<file path="src/rtl/dac_seq_pkg.sv">
// Shared types and helpers for the DAC sample sequencer.
// Provides the FSM state enum, default command bytes, the midscale code and
// the command-word builder used for both channel words.
package dac_seq_pkg;

  typedef enum logic [1:0] {
    IDLE   = 2'd0,
    ACK_A  = 2'd1,
    WAIT_B = 2'd2,
    ACK_B  = 2'd3
  } seq_state_t;

  localparam logic [7:0]  DEF_CMD_A   = 8'h10;   // write buffer A
  localparam logic [7:0]  DEF_CMD_B   = 8'h34;   // write buffer B, load both
  localparam logic [15:0] MIDSCALE_OB = 16'h8000;

  // Build one 24-bit DAC command: control byte followed by the 16-bit code.
  // Muted output is midscale, which is 0x8000 in offset binary and 0 in
  // two's complement.
  function automatic logic [23:0] make_word(
    input logic [7:0]  cmd,
    input logic [15:0] sample,
    input logic        mute,
    input logic        offset_binary
  );
    logic [15:0] code;
    if (mute)
      code = offset_binary ? MIDSCALE_OB : 16'h0000;
    else if (offset_binary)
      code = {~sample[15], sample[14:0]};
    else
      code = sample;
    return {cmd, code};
  endfunction

endpackage

</file>
<file path="src/rtl/dac_sample_sequencer.sv">
// Purpose: turns stereo sample pairs into two DAC command words (A, then B).
// Latency: word A o_send one edge after pending loads (serialiser idle/ready).
// Backpressure: waits on i_ready; one pending pair, overwrite flags o_overrun.
// Ports:
//   i_clock, i_reset_n                 clock, async active-low reset
//   i_sample_valid, i_sample_l/r       one-cycle sample pair strobe + data
//   i_mute, i_clear_overrun            midscale force, sticky-flag clear
//   i_ready                            serialiser ready handshake
//   o_data, o_send                     command word and its one-cycle strobe
//   o_busy, o_overrun                  activity flag, sticky overwrite flag
module dac_sample_sequencer
  import dac_seq_pkg::*;
#(
  parameter logic [7:0] CMD_A         = DEF_CMD_A,
  parameter logic [7:0] CMD_B         = DEF_CMD_B,
  parameter bit         OFFSET_BINARY = 1'b1
) (
  input  logic        i_clock,
  input  logic        i_reset_n,
  input  logic        i_sample_valid,
  input  logic [15:0] i_sample_l,
  input  logic [15:0] i_sample_r,
  input  logic        i_mute,
  input  logic        i_clear_overrun,
  input  logic        i_ready,
  output logic [23:0] o_data,
  output logic        o_send,
  output logic        o_busy,
  output logic        o_overrun
);

  seq_state_t  state;
  logic [15:0] pend_l;
  logic [15:0] pend_r;
  logic        pend_full;
  logic [15:0] work_r;
  logic        mute_q;

  logic        consume;
  logic        pend_full_nxt;
  logic        active_nxt;

  // The pending pair is handed to the FSM only from IDLE with Ready high.
  assign consume = (state == IDLE) && pend_full && i_ready;

  // A strobe always refills pending, even on the consume edge.
  assign pend_full_nxt = i_sample_valid ? 1'b1 : (pend_full && !consume);

  // Whether the FSM is outside IDLE after this edge; lets o_busy be
  // registered yet line up with the state it describes.
  always_comb begin
    active_nxt = 1'b1;
    case (state)
      IDLE:    active_nxt = consume;
      ACK_B:   active_nxt = i_ready;
      default: active_nxt = 1'b1;
    endcase
  end

  always_ff @(posedge i_clock or negedge i_reset_n) begin
    if (!i_reset_n) begin
      pend_l    <= 16'h0000;
      pend_r    <= 16'h0000;
      pend_full <= 1'b0;
      o_overrun <= 1'b0;
      o_busy    <= 1'b0;
    end else begin
      pend_full <= pend_full_nxt;
      o_busy    <= pend_full_nxt || active_nxt;
      if (i_sample_valid) begin
        pend_l <= i_sample_l;
        pend_r <= i_sample_r;
      end
      // A new overwrite beats a same-cycle clear.
      if (i_sample_valid && pend_full && !consume)
        o_overrun <= 1'b1;
      else if (i_clear_overrun)
        o_overrun <= 1'b0;
    end
  end

  always_ff @(posedge i_clock or negedge i_reset_n) begin
    if (!i_reset_n) begin
      state  <= IDLE;
      o_data <= 24'h000000;
      o_send <= 1'b0;
      work_r <= 16'h0000;
      mute_q <= 1'b0;
    end else begin
      o_send <= 1'b0;
      case (state)
        IDLE: begin
          if (consume) begin
            work_r <= pend_r;
            mute_q <= i_mute;
            o_data <= make_word(CMD_A, pend_l, i_mute, OFFSET_BINARY);
            o_send <= 1'b1;
            state  <= ACK_A;
          end
        end
        // Ready is still high for a cycle after send; only its fall counts.
        ACK_A: begin
          if (!i_ready)
            state <= WAIT_B;
        end
        WAIT_B: begin
          if (i_ready) begin
            o_data <= make_word(CMD_B, work_r, mute_q, OFFSET_BINARY);
            o_send <= 1'b1;
            state  <= ACK_B;
          end
        end
        ACK_B: begin
          if (!i_ready)
            state <= IDLE;
        end
        default: state <= IDLE;
      endcase
    end
  end

endmodule

</file>
<file path="config.mk">
export PLATFORM = sky130hd
export DESIGN_NAME = dac_sample_sequencer
export DESIGN_NICKNAME = d
export VERILOG_FILES = /design/src/rtl/dac_seq_pkg.sv /design/src/rtl/dac_sample_sequencer.sv
export SDC_FILE = /design/constraint.sdc
export NUM_CORES = 1
export LEC_CHECK = 0
export BUFFER_PORTS_ARGS = -buffer_cell sky130_fd_sc_hd__buf_2
export CAP_MARGIN = 5
export CORE_AREA = 2 2 90 92
export DETAILED_ROUTE_END_ITERATION = 16
export DIE_AREA = 0 0 92 94
export PLACE_DENSITY_LB_ADDON = 0.08
export SKIP_LAST_GASP = 1
export SLEW_MARGIN = 20
export SYNTH_ARGS = -nofsm -noshare
export SYNTH_HDL_FRONTEND = slang
export SYNTH_SLANG_ARGS = --single-unit
</file>
<file path="constraint.sdc">
create_clock -name i_clock -period 1.7 [get_ports i_clock]
set_input_delay 0.34 -clock i_clock [delete_from_list [all_inputs] [get_ports i_clock]]
set_output_delay 0.34 -clock i_clock [all_outputs]
set_load 0.05 [all_outputs]
</file>
==> out/qor.yml, run 1 <==
status:
  status: "finished, final reports clean"
timing:
  worst_slew_pin_slew_ps: 789
  setup_ws_ps: 117
  clock_skew_ps: 6.71
  final_hold_viol_count: 0
  finalMaxSlewViolations: 0
  fmax_mhz: 632
  rsz0062_at_grt: "false"
  slew_headroom_pct: 47.4
  setup_violations: 0
  fin_crit_ps: 1580
  fin_crit_sh_pct: 93.1
logic_synthesis:
  ys_seq_elements: 73
  seq_area_frac_synth_pct: 56.9
  synth_compound_area_share_pct: 12.7
  synth_top_family_by_area: "multiplexers"
  synth_xor_area_share_pct: 0
  ys_warn_count: 0
  ys.flop_type: "dfrtp_1"
  synth.distinct_cells: 31
  synthAdderAreaFrac_pct: 1.56
  synth_edf_count: 0
  synth.cell_area_sq_mm: 0.00321
  syn_avg_cell_area_sq_um: 14.2
  netlist_instances: 227
  yosys.area_share.simple_pct: 2.88
  async_flop_share_pct: 100
  muxShareOfSynthArea_pct: 19.4
worst_setup_path:
  crit_family: "flip-flops"
  crit_type: "flip-flop to flip-flop"
  crit_slowest_cell: "dfrtp_1"
  r2r_slack_ps: 120
  rr_worst_depth: 6
  crit_buf_inv: 2
  max_stage_delay_ps: 410
  cp.required_ps: 1910
  r2r-end: "state[1]"
  crit_path_max_fanout: 4
  r2r-start: "state[1]"
  endpoint_kind: "flip-flop"
  crit_chain: "inv_1, ha_1, buf_4, nand2b_1, a31oi_1, mux2_1"
  cp.arrival_ps: 1790
  start_kind: "flip-flop"
detailed_routing:
  wl_mm: 5.87
  ant_nets: 0
  routedWlPerCell_um: 14.6
  drc: 0
  firstDrtPassIters: 4
  vias: 1965
  drtIter0Drc: 46
  via_per_inst: 4.90
die:
  io_pins: 65
  dieHeight_um: 94
  coreArea_sq_mm: 0.00761
  dieArea_sq_mm: 0.00865
  fp.dieW_um: 92
  initial_core_util_pct: 42.2
  core.rowCount: 32
global_route:
  grt_pass1_vias: 1908
  busiest_layer: "met2"
  antenna_found_initial: 0
  grt.total_usage_pct: 14.7
  grt_max_degree: 34
  grt_first_pass_wirelength_mm: 9.60
  use_met3_pct: 5.06
  grt-ovfl-total: 0
  grt_util_met1_pct: 18.0
  use_met2_pct: 24.1
clock_tree:
  cts_sinks: 73
  clk_latency_ps: 330
  numCtsBuffers: 9
  htreeDepth: 3
  cts_root_buf: "clkbuf_8"
  cts_tree: "yes"
  path_clk_slew_ps: 70
  cts_buffer_depth: 2
layout:
  layout_common_cells: "73 x dfrtp_1, 58 x buf_2, 34 x mux2_1, 16 x a31oi_1"
  drive_gt1_share_pct: 41.1
  final_core_util_pct: 50.0
  final_common_cell: "dfrtp_1"
  finalNetCount: 336
  antenna_cells: 0
  area_growth_syn_to_layout_pct: 18.4
min_path:
  hp-class: "primary input to flip-flop"
  min_to: "o_overrun"
  hold_depth: 2
  worstHoldStart: "i_clear_overrun"
placement:
  portBuffers: 59
  gp_congestion: 0.720
  post-place-ws_ps: -3.20
  hpwl_mm: 3.91
power_and_ir_drop:
  power_density_mw_per_mm2: 1850
  ir_drop_uv: 641
  leakage_nw: 1.71
run:
  drv_cap: 0
cells in the mapped netlist, types with 2 or more instances:
| cell | n | area, sq um |
|---|---|---|
| buf_6 | 6 | 67.6 |
| ha_1 | 4 | 50.1 |
| buf_4 | 8 | 60.1 |
| nand2_1 | 5 | 18.8 |
| a22oi_1 | 15 | 113 |
| dfrtp_1 | 73 | 1830 |
| inv_1 | 3 | 11.3 |
| a21oi_2 | 15 | 131 |
| mux2_1 | 34 | 383 |
| mux2_2 | 8 | 90.1 |
| nor3_1 | 3 | 15.0 |
| a31oi_1 | 16 | 100 |
| buf_2 | 6 | 30.0 |
| nand2b_1 | 2 | 12.5 |
| a21oi_1 | 4 | 20.0 |
| mux2_4 | 10 | 150 |
registers in the layout, summed over array words and instances, names as in the netlist:
name,flops
o_send,1
pend_r,16
state,2
o_data,18
pend_full,1
o_overrun,1
o_busy,1
work_r,16
pend_l,16
mute_q,1
worst register-to-register path, cell delays in order, from the launching register on:
cell      delay, ps
dfrtp_1         410
inv_1            90
ha_1            210
buf_4           150
nand2b_1         70
a31oi_1         210
mux2_1          340
routing by layer:
metal	vias up	part of all wire, %	wire [um]
li1	950	-	-
met1	961	45	2630
met2	50	49	2890
met3	4	4.7	277
met4	0	1.1	63
met5	-	0	0
where the power goes:
| part | internal [mW] | leakage, nW | switching (mW) |
|---|---|---|---|
| Sequential | 2.29 | 0.848 | 0.338 |
| Clock | 0.715 | 0.0974 | 0.578 |
| Combinational | 1.17 | 0.769 | 1.93 |
| Total | 4.18 | 1.71 | 2.85 |
cell type report:
class	instances	area (sq um)
inverters	3	11.3
repair buffers	75	458
clock inverters	3	40.0
clock buffers	13	149
multi-input cells	132	1190
well taps	102	128
flip-flops and latches	73	1830
fillers	716	3800
how the worst max path moves through the flow:
stage                     depth (start not counted)  slack [ps]          to      from
after floorplan                                   6          70  o_data[15]  state[0]
after global placement                            5          50   work_r[4]  state[1]
after detailed placement                          5          -3   work_r[4]  state[1]
after CTS                                         6         110    state[1]  state[1]
after global routing                              6          40    state[1]  state[1]
final                                             6         120    state[1]  state[1]
kinds of logic (layout without fill, tap and decap cells):
| logic type | Yosys count | count (layout) |
|---|---|---|
| flops | 73 | 73 |
| simple gates | 16 | 16 |
| compound gates | 55 | 55 |
| fa+ha+maj | 4 | 4 |
| other cells | 1 | 5 |
| mux | 52 | 52 |
| buf+inv | 26 | 94 |
repair_timing:
item / in CTS / in global routing
hold buffers: 1 / 0
endpoints found under the setup margin: 2 / 0
resized for setup: 0 / 0
endpoints found under the hold margin: 25 / 0
setup buffers: 3 / 0
per-stage QoR:
step	TNS, ps	area [sq um]	std cells	hold slack (ps)	total power [mW]
5_1_grt	0	3800	401	163	7.45
3_3_place_gp	0	3570	381	288	5.70
3_5_place_dp	-3.20	3570	381	283	5.76
6_report	0	3800	401	195	7.03
4_1_cts	0	3800	401	174	7.13
2_1_floorplan	0	3230	231	44.4	5.15
(Power assumes the default switching activity.)
==> run 2, diff against run 1 <==
- ABC_AREA: unset -> 1
- CORE_AREA: 2 2 90 92 -> 2 2 89 91
- DIE_AREA: 0 0 92 94 -> 0 0 91 93
==> run 2 against run 1 <==
Compared with the run above:
- non-clock buffer count decreased by 9
- flip-flop and latch count stayed put
- fmax is 7.3% higher
- clock power about the same
- area after synthesis decreased by 1.8%
- register-to-register slack improved by 110 ps
- synthesized cell count is 60% higher
- power down 11%
- highest routed layer unchanged
==> out/qor.yml, run 2 <==
status:
  status: "finished, final reports clean"
detailed_routing:
  firstDrtPassIters: 4
  ant_nets: 0
  drtIter0Drc: 102
  via_per_inst: 4.42
  drc: 0
  routedWlPerCell_um: 11.9
  vias: 2337
  wl_mm: 6.29
global_route:
  grt-ovfl-total: 0
  grt_pass1_vias: 2144
  grt_max_degree: 46
  grt.total_usage_pct: 16.1
  antenna_found_initial: 0
  grt_first_pass_wirelength_mm: 10.7
layout:
  antenna_cells: 0
  finalNetCount: 464
  final_common_cell: "nand2_1"
  multi_input_area_sq_mm: 0.00109
  regMostFlops: "o_data"
  final_cell_area_sq_mm: 0.00371
  layout_common_cells: "173 x nand2_1, 73 x dfrtp_1, 58 x buf_2, 23 x inv_1, 21 x o21ai_0"
  fin_cells: 529
  seq_area_sq_mm: 0.00183
  drive_gt1_share_pct: 22.0
  final_core_util_pct: 49.3
  area_growth_syn_to_layout_pct: 17.6
  largest_reg_flops: 18
  fillers: 787
logic_synthesis:
  synthAdderAreaFrac_pct: 1.59
  ys_warn_count: 0
  synth.distinct_cells: 25
  synth.cell_area_sq_mm: 0.00316
  muxShareOfSynthArea_pct: 0
  ys.flop_type: "dfrtp_1"
  yosys.area_share.simple_pct: 25.2
  synth_xor_area_share_pct: 0
  syn_avg_cell_area_sq_um: 8.69
  synth_top_cell_by_area: "dfrtp_1"
  synth_top_cells_by_count: "173 x nand2_1, 73 x dfrtp_1, 23 x inv_1"
  synth_top_family_by_area: "simple AND/OR/NAND/NOR gates"
  async_flop_share_pct: 100
  synth_top_area_share_pct: 57.9
  synthTopCellsByArea: "dfrtp_1 58%, nand2_1 21%, o21ai_0 3.3%"
  yosysMostFrequentCell: "nand2_1"
  synth_compound_area_share_pct: 7.30
  netlist_instances: 363
  seq_area_frac_synth_pct: 57.9
  synth_edf_count: 0
  ys_seq_elements: 73
worst_setup_path:
  crit_chain: "inv_1, ha_1, buf_4, nand3_1, nand2_1, nand2_1, nand2_1"
  crit_slowest_cell: "dfrtp_1"
  crit_family: "flip-flops"
  crit_type: "flip-flop to flip-flop"
  cp.required_ps: 1970
  endpoint_kind: "flip-flop"
  start_kind: "flip-flop"
  crit_path_max_fanout: 16
  crit_buf_inv: 2
  cp.arrival_ps: 1750
  max_stage_delay_ps: 410
  crit_path_frequent_cell: "nand2_1"
placement:
  place_inst: 512
  portBuffers: 59
  gp_congestion: 0.777
  place_area_sq_mm: 0.00351
  hpwl_mm: 4.45
power_and_ir_drop:
  ir_drop_uv: 565
  p_total_mw: 6.28
  power_density_mw_per_mm2: 1690
  leakage_nw: 2.04
timing:
  clock_skew_ps: 9.47
  fin_crit_ps: 1480
  rsz0062_at_grt: "false"
  slew_headroom_pct: 67.0
  setup_violations: 0
  fin_crit_sh_pct: 86.8
  final_hold_viol_count: 0
  setup_tns_ps: 0
  fmax_mhz: 678
  worst_slew_pin_slew_ps: 492
  finalMaxSlewViolations: 0
clock_tree:
  cts_resized: 0
  path_clk_slew_ps: 70
  cts_root_buf: "clkbuf_8"
  cts_sinks: 73
  numCtsBuffers: 9
  cts_tree: "yes"
  clk_latency_ps: 330
  htreeDepth: 3
  cts_buffer_depth: 2
die:
  dieArea_sq_mm: 0.00846
  io_pins: 65
  coreArea_sq_mm: 0.00753
  core.rowCount: 32
  fp.dieW_um: 91
  dieHeight_um: 93
  initial_core_util_pct: 41.9
min_path:
  hp-class: "primary input to flip-flop"
run:
  drv_cap: 0
[run 2: cell families after synthesis]
group	after synthesis
adder cells (fa/ha/maj)	4
buffers and inverters	49
flip-flops	73
AND/OR/NAND/NOR	197
AO/OA/AOI/OAI	39
other	1
[run 2: final timing paths]
check	from	end	slack (ps)	cells past startpoint
worst max-delay path	state[0]	o_data[10]	220	7
worst min-delay path	i_sample_l[13]	pend_l[13]	200	3
worst max register to register	state[0]	o_data[10]	220	7
worst min register to register	pend_l[2]	pend_l[2]	470	2
max in group asynchronous	i_reset_n	state[1]	670	3
min in group asynchronous	i_reset_n	pend_l[3]	470	2
[run 2: repair_timing]
item	in CTS	in global routing
hold buffers	1	0
hold endpoints to repair	28	0
setup buffers	0	0
[run 2: where the power goes]
group          switching [mW]  internal, mW
logic                    1.83         0.647
clock network           0.588         0.716
registers               0.269          2.23
[run 2: layout make-up]
| class | instances | area share, % |
|---|---|---|
| clock buffer | 13 | 4.01 |
| inverter | 27 | 2.87 |
| tap | 102 | 3.44 |
| clock inverter | 3 | 1.08 |
| timing repair buffer | 66 | 9.85 |
| sequential | 73 | 49.2 |
| multi-input combinational | 245 | 29.5 |
[run 2: layer usage]
metal	up-vias	routed length (um)	global-route usage [%]
met1	1036	3330	24.8
met2	61	2620	22.2
met5	-	0	0
met3	9	246	2.74
met4	0	93	6.82
li1	1231	-	-
[run 2: metrics by stage]
stage               setup WS (ps)  hold WS (ps)
CTS                           226           187
floorplan                     279          44.4
detailed placement            231           296
finish                        224           203
global route                 97.8           191
global placement              259           296
[run 2: worst reg2reg max path: stages, from the launching register on]
cell and delay [ps]:
dfrtp_1 410, inv_1 90, ha_1 300, buf_4 250
nand3_1 140, nand2_1 100, nand2_1 60, nand2_1 70
==> run 3, diff against run 2 <==
- BUFFER_PORTS_ARGS: -buffer_cell sky130_fd_sc_hd__buf_2 -> unset
- DONT_BUFFER_PORTS: unset -> 1
==> run 3 against run 2 <==
Compared with the run above:
- the flow now finishes with violations (hold timing)
- highest routed layer unchanged
- largest power group unchanged
- combinational power decreased by 43%
- sequential share of layout area increased by 3.8 points
- flip-flop and latch count unchanged
==> out/qor.yml, run 3 (synthesized netlist as in run 2, its figures left out) <==
detailed_routing:
  vias: 2151
  drtIter0Drc: 88
  via_per_inst: 4.59
  routedWlPerCell_um: 13.2
  drc: 0
  firstDrtPassIters: 4
  wl_mm: 6.17
  ant_nets: 0
global_route:
  use_met3_pct: 3.71
  busiest_layer: "met1"
  grt_first_pass_wirelength_mm: 10.5
  grt_util_met1_pct: 24.2
  grt_pass1_vias: 2104
  grt_max_degree: 74
  antenna_found_initial: 0
  use_met2_pct: 21.2
  grt.total_usage_pct: 16.0
  grt-ovfl-total: 0
clock_tree:
  cts_sinks: 73
  cts_tree: "yes"
  path_clk_slew_ps: 80
  htreeDepth: 3
  numCtsBuffers: 9
  cts_setup_buffers: 0
  cts_root_buf: "clkbuf_8"
  clk_latency_ps: 340
  cts_buffer_depth: 2
  cts_resized: 0
worst_setup_path:
  crit_chain: "inv_1, ha_1, buf_4, nor2_4, nand2_1, nand2_1, nand2_1, nand2_1"
  crit_path_max_fanout: 15
  crit_type: "flip-flop to flip-flop"
  crit_slowest_cell: "dfrtp_1"
  cp.arrival_ps: 1800
  cp.required_ps: 1980
  endpoint_kind: "flip-flop"
  max_stage_delay_ps: 390
  start_kind: "flip-flop"
  crit_path_frequent_cell: "nand2_1"
status:
  status: "complete, but fails checks"
  violations: "hold timing"
die:
  dieHeight_um: 93
  core.rowCount: 32
  dieArea_sq_mm: 0.00846
  io_pins: 65
  initial_core_util_pct: 41.9
  coreArea_sq_mm: 0.00753
  fp.dieW_um: 91
placement:
  portBuffers: 0
  gp_congestion: 0.825
  place_inst: 453
  place_area_sq_mm: 0.00320
  hpwl_mm: 4.19
power_and_ir_drop:
  seqPwrFrac_pct: 52.0
  p_comb_share_pct: 22.1
  leakage_nw: 1.80
  p_switching_mw: 2.63
  clockPowerShare_pct: 25.9
  p_total_mw: 6.35
  power_density_mw_per_mm2: 1840
  intPower_mw: 3.72
  switching_share_pct: 41.4
  ir_drop_uv: 598
timing:
  setup_tns_ps: 0
  hold-worst-slack_ps: -308
  setup_violations: 0
  slew_headroom_pct: 63.7
  fin_crit_ps: 1520
  fmax_mhz: 658
  worst_slew_pin_slew_ps: 541
  rsz0062_at_grt: "false"
  clock_skew_ps: 10.2
  final_hold_viol_count: 73
  finalMaxSlewViolations: 0
  fin_crit_sh_pct: 89.4
layout:
  regMostFlops: "o_data"
  largest_reg_flops: 18
  finalNetCount: 404
  final_common_cell: "nand2_1"
  fin_cells: 469
  fillers: 790
  final_cell_area_sq_mm: 0.00344
  antenna_cells: 0
  layout_common_cells: "173 x nand2_1, 73 x dfrtp_1, 23 x inv_1, 21 x o21ai_0, 16 x nand3_1"
  area_growth_syn_to_layout_pct: 9.16
  drive_gt1_share_pct: 10.1
min_path:
  hp-class: "primary input to async pin"
run:
  drv_cap: 0
## run 3: final timing paths
kind / startpoint / to / depth (start not counted) / slack [ps]
setup / recovery: state[0] / o_data[8] / 8 / 180
hold / removal: i_reset_n / o_data[3] / 0 / -310
setup reg to reg: state[0] / o_data[8] / 8 / 180
hold reg to reg: pend_l[3] / pend_l[3] / 2 / 480
max in group asynchronous: i_reset_n / state[0] / 0 / 1880
min in group i_clock: i_clear_overrun / o_overrun / 1 / 100
## run 3: through the flow
step	util [%]	worst slack, ps
6_report	45.8	180
5_1_grt	45.8	13.2
4_1_cts	45.8	144
3_5_place_dp	42.5	155
3_3_place_gp	42.5	178
2_1_floorplan	-	279
## run 3: layout make-up
class / instances / area [sq um] / share of cell area (%)
well taps: 102 / 128 / 3.71
multi-input cells: 245 / 1090 / 31.8
inverters: 27 / 106 / 3.09
repair buffers: 6 / 45.0 / 1.31
flip-flops and latches: 73 / 1830 / 53.0
clock inverters: 5 / 103 / 2.98
clock buffers: 11 / 141 / 4.10
## run 3: power by group through the flow
stage | logic [mW] | clock network [mW] | registers [mW]
after CTS | 1.44 | 1.70 | 3.31
after floorplan | 1.22 | 0 | 3.27
final | 1.40 | 1.64 | 3.30
after global placement | 1.41 | 0 | 3.33
after detailed placement | 1.43 | 0 | 3.34
after global routing | 1.65 | 1.77 | 3.38
## run 3: routing by layer
layer  routed length (um)  share of wire [%]  vias to the layer above
li1                     -                  -                     1104
met1                 3260                 53                      972
met2                 2440                 39                       64
met3                  342                5.5                       11
met4                  131                2.1                        0
met5                    0                  0                        -
## run 3: worst max-delay path: cells and delay by family, from the launching register on
| family | cells | cell delay, ps |
|---|---|---|
| adder cells (fa/ha/maj) | 1 | 250 |
| AND/OR/NAND/NOR | 5 | 590 |
| buffers and inverters | 2 | 250 |
| flip-flops | 1 | 390 |
